`config.mk`:
```
export PLATFORM = sky130hd
export DESIGN_NAME = serial_regbus_bridge
export DESIGN_NICKNAME = d
export VERILOG_FILES = /design/src/rtl/serial_regbus_bridge.sv
export SDC_FILE = /design/constraint.sdc
export NUM_CORES = 1
export LEC_CHECK = 0
export ABC_AREA = 0
export CAP_MARGIN = 20
export CORE_UTILIZATION = 55
export DETAILED_ROUTE_END_ITERATION = 10
export HOLD_SLACK_MARGIN = 0.02
export PLACE_DENSITY = 0.8
export SETUP_SLACK_MARGIN = 0.15
export SLEW_MARGIN = 20
export SYNTH_ARGS = -nofsm -noshare
export SYNTH_HDL_FRONTEND = slang
export SYNTH_SLANG_ARGS = --single-unit
export TNS_END_PERCENT = 30
```
`constraint.sdc`:
```
create_clock -name clk -period 9.8 [get_ports clk]
set_clock_uncertainty 0.05 [all_clocks]
set_input_delay 1.47 -clock clk [delete_from_list [all_inputs] [get_ports clk]]
set_output_delay 1.47 -clock clk [all_outputs]
set_load 0.01 [all_outputs]
```
`src/rtl/serial_regbus_bridge.sv`:
```
// Serial command slave: debounces the two-wire SDa/SCl link, decodes framed write/read
// commands onto the register bus and shifts status plus read data back on RDa.
module serial_regbus_bridge #(
  parameter int ADDR_W  = 16,
  parameter int DATA_W  = 32,
  parameter int DEB_LEN = 4,
  parameter int TIMEOUT = 255
) (
  input  logic              clk,
  input  logic              reset_i,
  input  logic              SDa,
  input  logic              SCl,
  output logic              RDa,
  output logic [ADDR_W-1:0] addr,
  output logic [DATA_W-1:0] data,
  input  logic [DATA_W-1:0] rdata,
  output logic              wr,
  output logic              rd,
  input  logic              ack,
  input  logic              nack,
  input  logic              unknown,
  output logic              timeout,
  output logic              frame_err,
  output logic              busy
);
  localparam int RX_W = ADDR_W + DATA_W;
  localparam int BC_W = $clog2(1 + ADDR_W + DATA_W);
  localparam int TO_W = $clog2(TIMEOUT + 1);
  localparam int TX_W = 2 + DATA_W;
  localparam int TC_W = $clog2(TX_W + 2);
  localparam int DC_W = $clog2(DEB_LEN);
  localparam logic [1:0] PEND_NONE  = 2'd0;
  localparam logic [1:0] PEND_STOP  = 2'd1;
  localparam logic [1:0] PEND_START = 2'd2;

  typedef enum logic [1:0] {IDLE = 2'd0, RX = 2'd1, BUS = 2'd2, TX = 2'd3} state_e;
  state_e state_q, state_d;

  // Bit 0 carries SDa, bit 1 carries SCl.
  logic [1:0]            sync1_q, sync2_q, filt_q, prev_q;
  logic [1:0][DC_W-1:0]  deb_cnt_q;
  logic                  start_s, stop_s, rise_s, fall_s;
  logic [BC_W-1:0]       rx_cnt_q;
  logic [BC_W:0]         rx_next_cnt_s, rx_len_s;
  logic                  rx_w_s, rx_last_s, rx_clr_s, w_q;
  logic [RX_W-1:0]       rx_sr_q, rx_sr_s;
  logic [TO_W-1:0]       to_cnt_q;
  logic                  to_hit_s, bus_end_s;
  logic [1:0]            status_s, pend_q, pend_s;
  logic [DATA_W-1:0]     rdcap_s;
  logic [TX_W-1:0]       tx_sr_q;
  logic [TC_W-1:0]       tx_cnt_q, tx_len_s;
  logic                  txrd_q;
  logic [ADDR_W-1:0]     addr_q;
  logic [DATA_W-1:0]     data_q;
  logic                  rda_q, rda_d, wr_q, wr_d, rd_q, rd_d;
  logic                  timeout_q, timeout_d, ferr_q, ferr_d, busy_q, busy_d;

  // Two-flop synchroniser plus run-length filter on both raw lines.
  always_ff @(posedge clk or negedge reset_i) begin
    if (!reset_i) begin
      sync1_q   <= 2'b11;
      sync2_q   <= 2'b11;
      filt_q    <= 2'b11;
      prev_q    <= 2'b11;
      deb_cnt_q <= '0;
    end else begin
      sync1_q <= {SCl, SDa};
      sync2_q <= sync1_q;
      prev_q  <= filt_q;
      for (int i = 0; i < 2; i++) begin
        if (sync2_q[i] == filt_q[i]) begin
          deb_cnt_q[i] <= '0;
        end else if (deb_cnt_q[i] == DC_W'(DEB_LEN - 1)) begin
          filt_q[i]    <= sync2_q[i];
          deb_cnt_q[i] <= '0;
        end else begin
          deb_cnt_q[i] <= deb_cnt_q[i] + 1'b1;
        end
      end
    end
  end

  // Line events, frame length and bus-termination decode.
  always_comb begin
    start_s       = prev_q[0] & ~filt_q[0] & filt_q[1];
    stop_s        = ~prev_q[0] & filt_q[0] & filt_q[1];
    rise_s        = ~prev_q[1] & filt_q[1];
    fall_s        = prev_q[1] & ~filt_q[1];
    rx_sr_s       = {rx_sr_q[RX_W-2:0], filt_q[0]};
    rx_next_cnt_s = {1'b0, rx_cnt_q} + 1'b1;
    rx_w_s        = (rx_cnt_q == '0) ? filt_q[0] : w_q;
    rx_len_s      = rx_w_s ? (BC_W+1)'(1 + RX_W) : (BC_W+1)'(1 + ADDR_W);
    rx_last_s     = (rx_next_cnt_s == rx_len_s);
    to_hit_s      = (to_cnt_q == TO_W'(TIMEOUT));
    bus_end_s     = (state_q == BUS) & (wr_q | rd_q) & (ack | nack | unknown | to_hit_s);
    tx_len_s      = txrd_q ? TC_W'(TX_W) : TC_W'(2);
    pend_s        = start_s ? PEND_START : (stop_s ? PEND_STOP : pend_q);
  end

  // Status encoding with ack > nack > unknown > timeout priority.
  always_comb begin
    status_s = 2'b11;
    rdcap_s  = {DATA_W{1'b0}};
    if (ack) begin
      status_s = 2'b00;
    end else if (nack) begin
      status_s = 2'b01;
    end else if (unknown) begin
      status_s = 2'b10;
    end else begin
      status_s = 2'b11;
    end
    if (rd_q && (status_s == 2'b00)) begin
      rdcap_s = rdata;
    end else begin
      rdcap_s = {DATA_W{1'b0}};
    end
  end

  // State register.
  always_ff @(posedge clk or negedge reset_i) begin
    if (!reset_i) begin
      state_q <= IDLE;
    end else begin
      state_q <= state_d;
    end
  end

  // Next-state logic; a START or STOP seen during BUS only acts once the bus cycle ends.
  always_comb begin
    state_d = state_q;
    case (state_q)
      IDLE: begin
        if (start_s) state_d = RX;
        else         state_d = IDLE;
      end
      RX: begin
        if (start_s)                 state_d = RX;
        else if (stop_s)             state_d = IDLE;
        else if (rise_s && rx_last_s) state_d = BUS;
        else                         state_d = RX;
      end
      BUS: begin
        if (!bus_end_s)                 state_d = BUS;
        else if (pend_s == PEND_START)  state_d = RX;
        else if (pend_s == PEND_STOP)   state_d = IDLE;
        else                            state_d = TX;
      end
      TX: begin
        if (start_s)     state_d = RX;
        else if (stop_s) state_d = IDLE;
        else             state_d = TX;
      end
      default: state_d = IDLE;
    endcase
  end

  assign rx_clr_s = (state_d == RX) & ((state_q != RX) | start_s);

  // Output next-values; RDa only leaves 1 while response bits are being shifted.
  always_comb begin
    rda_d     = 1'b1;
    wr_d      = 1'b0;
    rd_d      = 1'b0;
    timeout_d = 1'b0;
    ferr_d    = 1'b0;
    busy_d    = (state_d != IDLE);
    case (state_q)
      RX: begin
        if (stop_s && !start_s) ferr_d = 1'b1;
        else                    ferr_d = 1'b0;
      end
      BUS: begin
        if (bus_end_s) begin
          timeout_d = (status_s == 2'b11);
        end else begin
          wr_d = w_q;
          rd_d = ~w_q;
        end
      end
      TX: begin
        if (start_s || stop_s)                       rda_d = 1'b1;
        else if (fall_s && (tx_cnt_q < tx_len_s))    rda_d = tx_sr_q[TX_W-1];
        else if (fall_s)                             rda_d = 1'b1;
        else                                         rda_d = rda_q;
        if (rise_s && (tx_cnt_q > tx_len_s)) ferr_d = 1'b1;
        else                                 ferr_d = 1'b0;
      end
      default: rda_d = 1'b1;
    endcase
  end

  // Receive shifter, bus wait counter and response shifter.
  always_ff @(posedge clk or negedge reset_i) begin
    if (!reset_i) begin
      rx_cnt_q <= '0;
      rx_sr_q  <= '0;
      w_q      <= 1'b0;
      addr_q   <= '0;
      data_q   <= '0;
      to_cnt_q <= '0;
      pend_q   <= PEND_NONE;
      tx_sr_q  <= '0;
      tx_cnt_q <= '0;
      txrd_q   <= 1'b0;
    end else begin
      if (rx_clr_s) begin
        rx_cnt_q <= '0;
        w_q      <= 1'b0;
      end else if ((state_q == RX) && rise_s) begin
        rx_cnt_q <= rx_next_cnt_s[BC_W-1:0];
        rx_sr_q  <= rx_sr_s;
        w_q      <= rx_w_s;
        if (rx_last_s && rx_w_s) begin
          addr_q <= rx_sr_s[RX_W-1:DATA_W];
          data_q <= rx_sr_s[DATA_W-1:0];
        end else if (rx_last_s) begin
          addr_q <= rx_sr_s[ADDR_W-1:0];
        end
      end
      if (state_q != BUS) begin
        to_cnt_q <= '0;
      end else if ((wr_q | rd_q) && !to_hit_s) begin
        to_cnt_q <= to_cnt_q + 1'b1;
      end
      pend_q <= (state_q == BUS) ? pend_s : PEND_NONE;
      if (bus_end_s) begin
        tx_sr_q  <= {status_s, rdcap_s};
        txrd_q   <= rd_q;
        tx_cnt_q <= '0;
      end else if ((state_q == TX) && fall_s && (tx_cnt_q <= tx_len_s)) begin
        tx_sr_q  <= {tx_sr_q[TX_W-2:0], 1'b0};
        tx_cnt_q <= tx_cnt_q + 1'b1;
      end
    end
  end

  // Registered outputs.
  always_ff @(posedge clk or negedge reset_i) begin
    if (!reset_i) begin
      rda_q     <= 1'b1;
      wr_q      <= 1'b0;
      rd_q      <= 1'b0;
      timeout_q <= 1'b0;
      ferr_q    <= 1'b0;
      busy_q    <= 1'b0;
    end else begin
      rda_q     <= rda_d;
      wr_q      <= wr_d;
      rd_q      <= rd_d;
      timeout_q <= timeout_d;
      ferr_q    <= ferr_d;
      busy_q    <= busy_d;
    end
  end

  assign RDa       = rda_q;
  assign wr        = wr_q;
  assign rd        = rd_q;
  assign timeout   = timeout_q;
  assign frame_err = ferr_q;
  assign busy      = busy_q;
  assign addr      = addr_q;
  assign data      = data_q;

endmodule

```
==> results of run 1 <==
sequential cells by signal, summed over array words and instances, names as in the netlist, 2 cells and up:
register / cells
to_cnt_q: 8
deb_cnt_q: 4
sync2_q: 2
addr: 16
filt_q: 2
tx_cnt_q: 6
rx_cnt_q: 6
rx_sr_q: 47
data: 32
pend_q: 2
prev_q: 2
state_q: 2
sync1_q: 2
tx_sr_q: 34
stage by stage:
stage	utilization, %	setup slack (ns)	hold slack (ns)
6_report	68.5	5.59	0.300
2_1_floorplan	-	6.61	0.295
4_1_cts	68.4	5.59	0.304
3_5_place_dp	64.1	5.14	0.298
5_1_grt	68.5	5.40	0.307
3_3_place_gp	64.1	5.23	0.297
layout by cell type (no fill, tap or decap), drive strengths merged, types with 6 or more instances in the layout:
cell | synthesis | layout
mux2i | 33 | 33
clkbuf | 12 | 21
mux2 | 112 | 112
dfstp | 9 | 9
nand2 | 51 | 51
inv | 7 | 7
xnor2 | 10 | 10
nand4 | 8 | 8
clkdlybuf4s50 | 0 | 91
clkinv | 0 | 6
a21oi | 7 | 7
nor3 | 9 | 9
ha | 10 | 10
xor2 | 11 | 11
nor2 | 33 | 33
o21ai | 40 | 40
dfrtp | 164 | 164
cells in the mapped netlist, types with 3 or more instances:
cell      count
nor3b_1       3
clkbuf_1     12
xnor2_1      10
mux2i_1      33
ha_1         10
nor3_1        7
buf_6         9
or3_1         3
xor2_1       11
nand2_1      51
dfstp_2       9
nor2b_1       4
buf_2         7
nand4_1       8
nor2_1       32
inv_1         7
dfrtp_1     164
mux2_4       10
and3_1        4
mux2_2      102
nand3_1       3
a21oi_1       7
nand2b_1      3
o21ai_0      40
kinds of logic (layout without fill, tap and decap cells):
kind of cell    Yosys count  after routing  synth area share, %
buf+inv                  36            133                 2.99
fa+ha+maj                10             10                 1.64
simple gates            133            133                 8.98
flops                   173            173                 57.0
mux                     145            145                 21.4
compound gates           66             66                 5.62
xor+xnor                 21             21                 2.41
layout make-up:
cell class,instances,area [µm²]
sequential,173,4340
fill,943,4230
multi-input combinational,375,3060
timing repair buffer,95,945
clock buffer,21,460
tap,176,220
clock inverter,10,116
inverter,7,26.3
layer usage:
| layer | routed length, µm | share of wire, % |
|---|---|---|
| met5 | 0 | 0 |
| met4 | 266 | 2.0 |
| met3 | 500 | 3.7 |
| met2 | 6540 | 49 |
| met1 | 6090 | 45 |
critical path, cell delays in order:
cell and delay (ns):
clkdlybuf4s50_1 0.50, a2111oi_4 0.49, o221a_2 0.35, o31ai_4 0.08, buf_4 0.34, nor2_4 0.79
mux2_2 0.42
power groups by stage:
stage / clock network, mW / logic, mW / registers [mW]
after global routing: 0.689 / 0.295 / 0.839
after global placement: 0 / 0.257 / 0.839
after floorplan: 0 / 0.220 / 0.813
after CTS: 0.667 / 0.269 / 0.830
final: 0.653 / 0.266 / 0.830
after detailed placement: 0 / 0.268 / 0.842
worst min path at each step:
| stage | startpoint | end | slack (ns) |
|---|---|---|---|
| after floorplan | sync1_q[0] | sync2_q[0] | 0.30 |
| after global placement | sync1_q[1] | sync2_q[1] | 0.30 |
| after detailed placement | sync1_q[0] | sync2_q[0] | 0.30 |
| after CTS | sync1_q[1] | sync2_q[1] | 0.30 |
| after global routing | sync1_q[1] | sync2_q[1] | 0.31 |
| final | sync1_q[1] | sync2_q[1] | 0.30 |
==> results by group, run 1 <==
Outcome
  – Status: completed

Global routing
  – Vias in the first global route: 4783
  – Met1 GRT Util: 26.5%
  – Largest net degree at the start of global routing: 101
  – GRT Max-Usage Layer: met2
  – Routing usage on met2: 32.7%
  – Initial antenna violation count: 0
  – GR Layer Usage met3: 4.42%
  – Total track usage: 20.4%
  – First-pass GRT wire length: 22900 µm
  – Total gr overflow: 0

Drt
  – ANT nets after route: 0
  – Via-to-Cell Ratio: 5.45
  – Wirelength per Cell: 15.6 µm
  – DR pass1 iterations: 4
  – Final WL: 13400 µm
  – Iteration-0 DRC Markers: 214
  – Post-route DRC: 0
  – Vias: 4674

Clocking
  – CTS clk-pin slew, worst paths: 0.06 ns
  – Clock root buffer: clkbuf_16
  – Clock Latency Late Sink: 0.42 ns
  – # resized after CTS: 0
  – CTS Hold Bufs: 0
  – Post-CTS Setup Bufs: 0
  – Bufs on Longest Clock Path: 2
  – CTS tree: yes
  – CTS buffer count: 17
  – H-Tree Depth: 4
  – Clock sink total: 173

Placed design
  – DP Area: 8590 µm²
  – Dpl cells: 826
  – PortBufs: 92
  – Hpwl dp: 8930 µm
  – RePlAce Congestion: 0.838

Yosys
  – Seq/Total Area, Yosys: 57.0%
  – Most used DFF post-synth: dfrtp_1
  – Post-synthesis register bit count: 173
  – Syn nets: 633
  – Post-synthesis cell count: 584
  – Yosys cell types: 54
  – Asr flop ratio synth: 100%
  – Top post-synthesis cells by area: dfrtp_1 54%, mux2_2 15%, mux2i_1 4.3%
  – Syn_area_per_cell: 13.0 µm²
  – Yosys top cell area share: 53.9%
  – Post-Syn Area: 7620 µm²
  – Number of synthesized flops with an enable pin: 0
  – Leading area contributor after synthesis: dfrtp_1
  – Synthesis Warnings: 0

Worst setup path
  – Critical path destination: data[17]
  – Reg2reg start: filt_q[0]
  – Critical R2R Capture: data[17]
  – Max Fanout on Critical Path: 48
  – Crit path launch type: input pin
  – Arrival @ worst endpoint: 4.46 ns
  – Worst setup EP type: register
  – CP required: 10.06 ns
  – Worst Reg-to-Reg Cells: 10
  – Critical path class: input pin to register
  – Worst R2R Setup Slack: 6.06 ns
  – CP Launch Point: nack

STA
  – Slew Viols, Final: 0
  – Tcrit/Tclk final: 42.9%
  – Post-route minimum period: 4.21 ns
  – Relative slew slack: 28.8%
  – RSZ-0062 raised after global routing: no
  – Worst-Margin Slew: 1.07 ns
  – Final Hold Viols: 0
  – Fmax: 238 MHz
  – Finish-stage setup viols: 0
  – Setup TNS: 0 ns

Pwr
  – Leakage: 4.15 nW
  – Psw: 0.456 mW
  – PwrDens: 191 nW/µm²
  – Peak supply drop: 0.000136 V
  – Switching Fraction: 26.1%
  – Part of the power in registers: 47.4%
  – Pwr Total: 1.75 mW
  – Cell Int Power: 1.29 mW
  – Comb power frac: 15.2%
  – Clock Power Share: 37.3%

Cells and area
  – Ant. Diodes: 0
  – Cell Count, Final, Fillers Out: 857
  – Nets: 718
  – Layout area overhead: 20.4%
  – Layout cell share with drive strength beyond 1: 25.3%
  – Finished Cell Area: 9170 µm²

Floorplanning
  – Cell Rows: 42
  – Ports: 93
  – Die H: 120 µm
  – Core area: 13400 µm²
  – Initial Util: 56.9%
  – Die area: 14300 µm²
  – Die width: 120 µm

Run
  – Max-cap viol count: 0

Hold path
  – Hold Crit Class: register to register
  – Hold depth: 0
Power figures use the tool's default switching activity.
==> run 2: changes to the inputs <==
CORE_UTILIZATION = 50   (was 55)
PLACE_DENSITY = 0.77   (was 0.8)
clock period = 3.4 ns   (was 9.8 ns; I/O delays follow)
==> run 2 against run 1 <==
  * The run now ends with design-rule violations left
  * Worst hold slack worse by 0.25 ns
  * Register-to-register slack got worse by 5.8 ns
  * Power rose to 3.0 times the previous value
  * Sequential power increased to 2.8 times the previous value
  * Worst setup slack worse by 5.3 ns
  * Via count grew 1.3%
  * Global-route usage shrank 1.5 points
==> results by group, run 2 (synthesis gave the netlist of run 1 again) <==
Outcome
  – Status: finished with violations
  – Failing checks: design-rule violations

Worst setup path
  – Cell family with most CP delay: compound AO/OA/AOI/OAI gates
  – Critical path class: register to register
  – Max incr delay on CP: 0.59 ns (-0.20 ns)
  – Crit path cell chain: inv_1 > o21ai_0 > o21ai_0 > ha_1 > or3_1 > o221a_2 > o31ai_4 > buf_4 > buf_12 > mux2_2
  – CP required: 3.65 ns (-6.41 ns)
  – Worst setup EP type: register
  – Arrival @ worst endpoint: 3.36 ns (-1.10 ns)
  – Crit path launch type: register
  – Most common cell on crit path: o21ai_0
  – CP max stage cell: dfstp_2
  – Max Fanout on Critical Path: 27 (-44%)
  – WP buf/inv: 3 (+1)

STA
  – Worst-Margin Slew: 0.702 ns (-0.367 ns)
  – Relative slew slack: 52.7% (+24 points)
  – RSZ-0062 raised after global routing: no
  – Fmax: 322 MHz
  – Final Hold Viols: 0 (unchanged)
  – Tcrit/Tclk final: 91.3%
  – Slew Viols, Final: 0 (unchanged)
  – Post-route minimum period: 3.10 ns
  – Finish-stage setup viols: 0 (unchanged)
  – Setup TNS: 0 ns (unchanged)
  – Hold Slack: 0.0491 ns (-0.251 ns)

Clocking
  – CTS clk-pin slew, worst paths: 0.06 ns (about the same)
  – CTS buffer count: 17 (unchanged)
  – H-Tree Depth: 4 (unchanged)
  – Clock root buffer: clkbuf_16
  – CTS tree: yes
  – Bufs on Longest Clock Path: 2 (unchanged)
  – Clock Latency Late Sink: 0.42 ns (about the same)
  – Clock sink total: 173 (unchanged)

Global routing
  – Largest net degree at the start of global routing: 77 (-24%)
  – Total gr overflow: 0 (unchanged)
  – Vias in the first global route: 4853 (+1.5%)
  – Total track usage: 18.9% (-1.5 points)
  – GR Layer Usage met3: 4.66% (+0.24 points)
  – GRT Max-Usage Layer: met2
  – Routing usage on met2: 31.3% (-1.4 points)
  – Met1 GRT Util: 23.9% (-2.6 points)
  – Initial antenna violation count: 0 (unchanged)
  – First-pass GRT wire length: 23700 µm (+3.6%)

Pwr
  – Leakage: 4.26 nW (+2.7%)
  – PwrDens: 560 nW/µm² (+190%)
  – Peak supply drop: 0.000378 V (+180%)

Cells and area
  – Multi-input gate area: 3060 µm² (-0.16%)
  – Largest reg by FF count: rx_sr_q
  – Core Util, Final: 63.8% (-4.7 points)
  – Most common cell after layout, fill and taps aside: dfrtp_1
  – Commonest cells after routing, fill and taps aside: 164 x dfrtp_1, 102 x mux2_2, 91 x clkdlybuf4s50_1, 51 x nand2_1, 40 x o21ai_0
  – Finished Cell Area: 9370 µm² (+2.2%)
  – Cell Count, Final, Fillers Out: 882 (+2.9%)
  – Layout area overhead: 23.0%
  – Nets: 734 (+2.2%)
  – Ant. Diodes: 0 (unchanged)
  – Max FFs per register: 47 (unchanged)
  – Reg area: 4340 µm² (unchanged)
  – Layout cell share with drive strength beyond 1: 27.2% (+2.0 points)
  – Layout fillers: 1084 (+15%)

Placed design
  – RePlAce Congestion: 0.850 (+1.4%)
  – PortBufs: 92 (unchanged)
  – Hpwl dp: 9230 µm (+3.3%)
  – DP Area: 8710 µm² (+1.4%)
  – Dpl cells: 844 (+2.2%)

Floorplanning
  – Core area: 14700 µm² (+9.7%)
  – Ports: 93 (unchanged)
  – Die H: 125 µm (+4.8%)
  – Die area: 15700 µm² (+9.8%)
  – Cell Rows: 44 (+4.8%)
  – Initial Util: 51.8% (-5.0 points)
  – Die width: 125 µm (+4.8%)

Run
  – Max-cap viol count: 0 (unchanged)

Drt
  – DR pass1 iterations: 8 (+4)
  – Final WL: 13900 µm (+3.4%)
  – Vias: 4737 (+1.3%)
  – ANT nets after route: 0 (unchanged)
  – Wirelength per Cell: 15.7 µm (+0.47%)
  – Iteration-0 DRC Markers: 244 (+14%)
  – Post-route DRC: 6 (+6)
  – Via-to-Cell Ratio: 5.37 (-1.5%)

Hold path
  – Hold Crit Class: input pin to async pin
==> run 2: cell count changes in the layout (fill, tap and decap cells not counted) <==
cell       previous run  this run
nor2_2                0         1
bufinv_16             2         3
buf_4                 3        15
clkinv_2              3         2
nor2_4                2         1
buf_12                0         3
inv_6                 0         3
clkbuf_2              0         1
clkbuf_1              2         1
clkinv_4              3         2
==> run 2: cell type report <==
cell class                 instances  share of cell area [%]
clock buffer                      20                    4.87
clock inverter                    12                    1.70
inverter                           7                   0.280
multi-input combinational        375                    32.6
sequential                       173                    46.3
tap                              184                    2.46
timing repair buffer             111                    11.7
==> run 2: metrics by stage <==
step           total power, mW  setup WS, ns
6_report                  5.25         0.296
5_1_grt                   5.49         0.149
4_1_cts                   5.25         0.212
3_5_place_dp              3.25         0.227
3_3_place_gp              3.22         0.306
2_1_floorplan             2.98         0.215
==> run 2: power breakdown <==
part | internal [mW] | switching, mW | leakage, nW
Sequential | 2.22 | 0.145 | 2.33
Combinational | 0.482 | 0.415 | 1.63
Clock | 1.20 | 0.790 | 0.297
Total | 3.90 | 1.35 | 4.26
==> run 2: final timing paths <==
| kind | end | startpoint | depth (start not counted) | slack [ns] |
|---|---|---|---|---|
| min in group clk | sync2_q[0] | sync1_q[0] | 0 | 0.31 |
| max reg2reg | rx_sr_q[43] | filt_q[1] | 10 | 0.30 |
| min reg2reg | sync2_q[0] | sync1_q[0] | 0 | 0.31 |
| min | frame_err | reset_i | 1 | 0.05 |
| max | rx_sr_q[43] | filt_q[1] | 10 | 0.30 |
| max in group asynchronous | sync1_q[0] | reset_i | 2 | 2.27 |
==> run 2: routing by layer <==
metal  wire length (µm)  vias up
li1                   -     2248
met1               6210     2356
met2               6870      117
met3                579       16
met4                198        0
met5                  0        -
==> run 2: repair_timing <==
action	in CTS	in global routing
endpoints found under the setup margin	0	79
hold buffers	0	0
gates resized for setup	0	0
buffers inserted	0	6
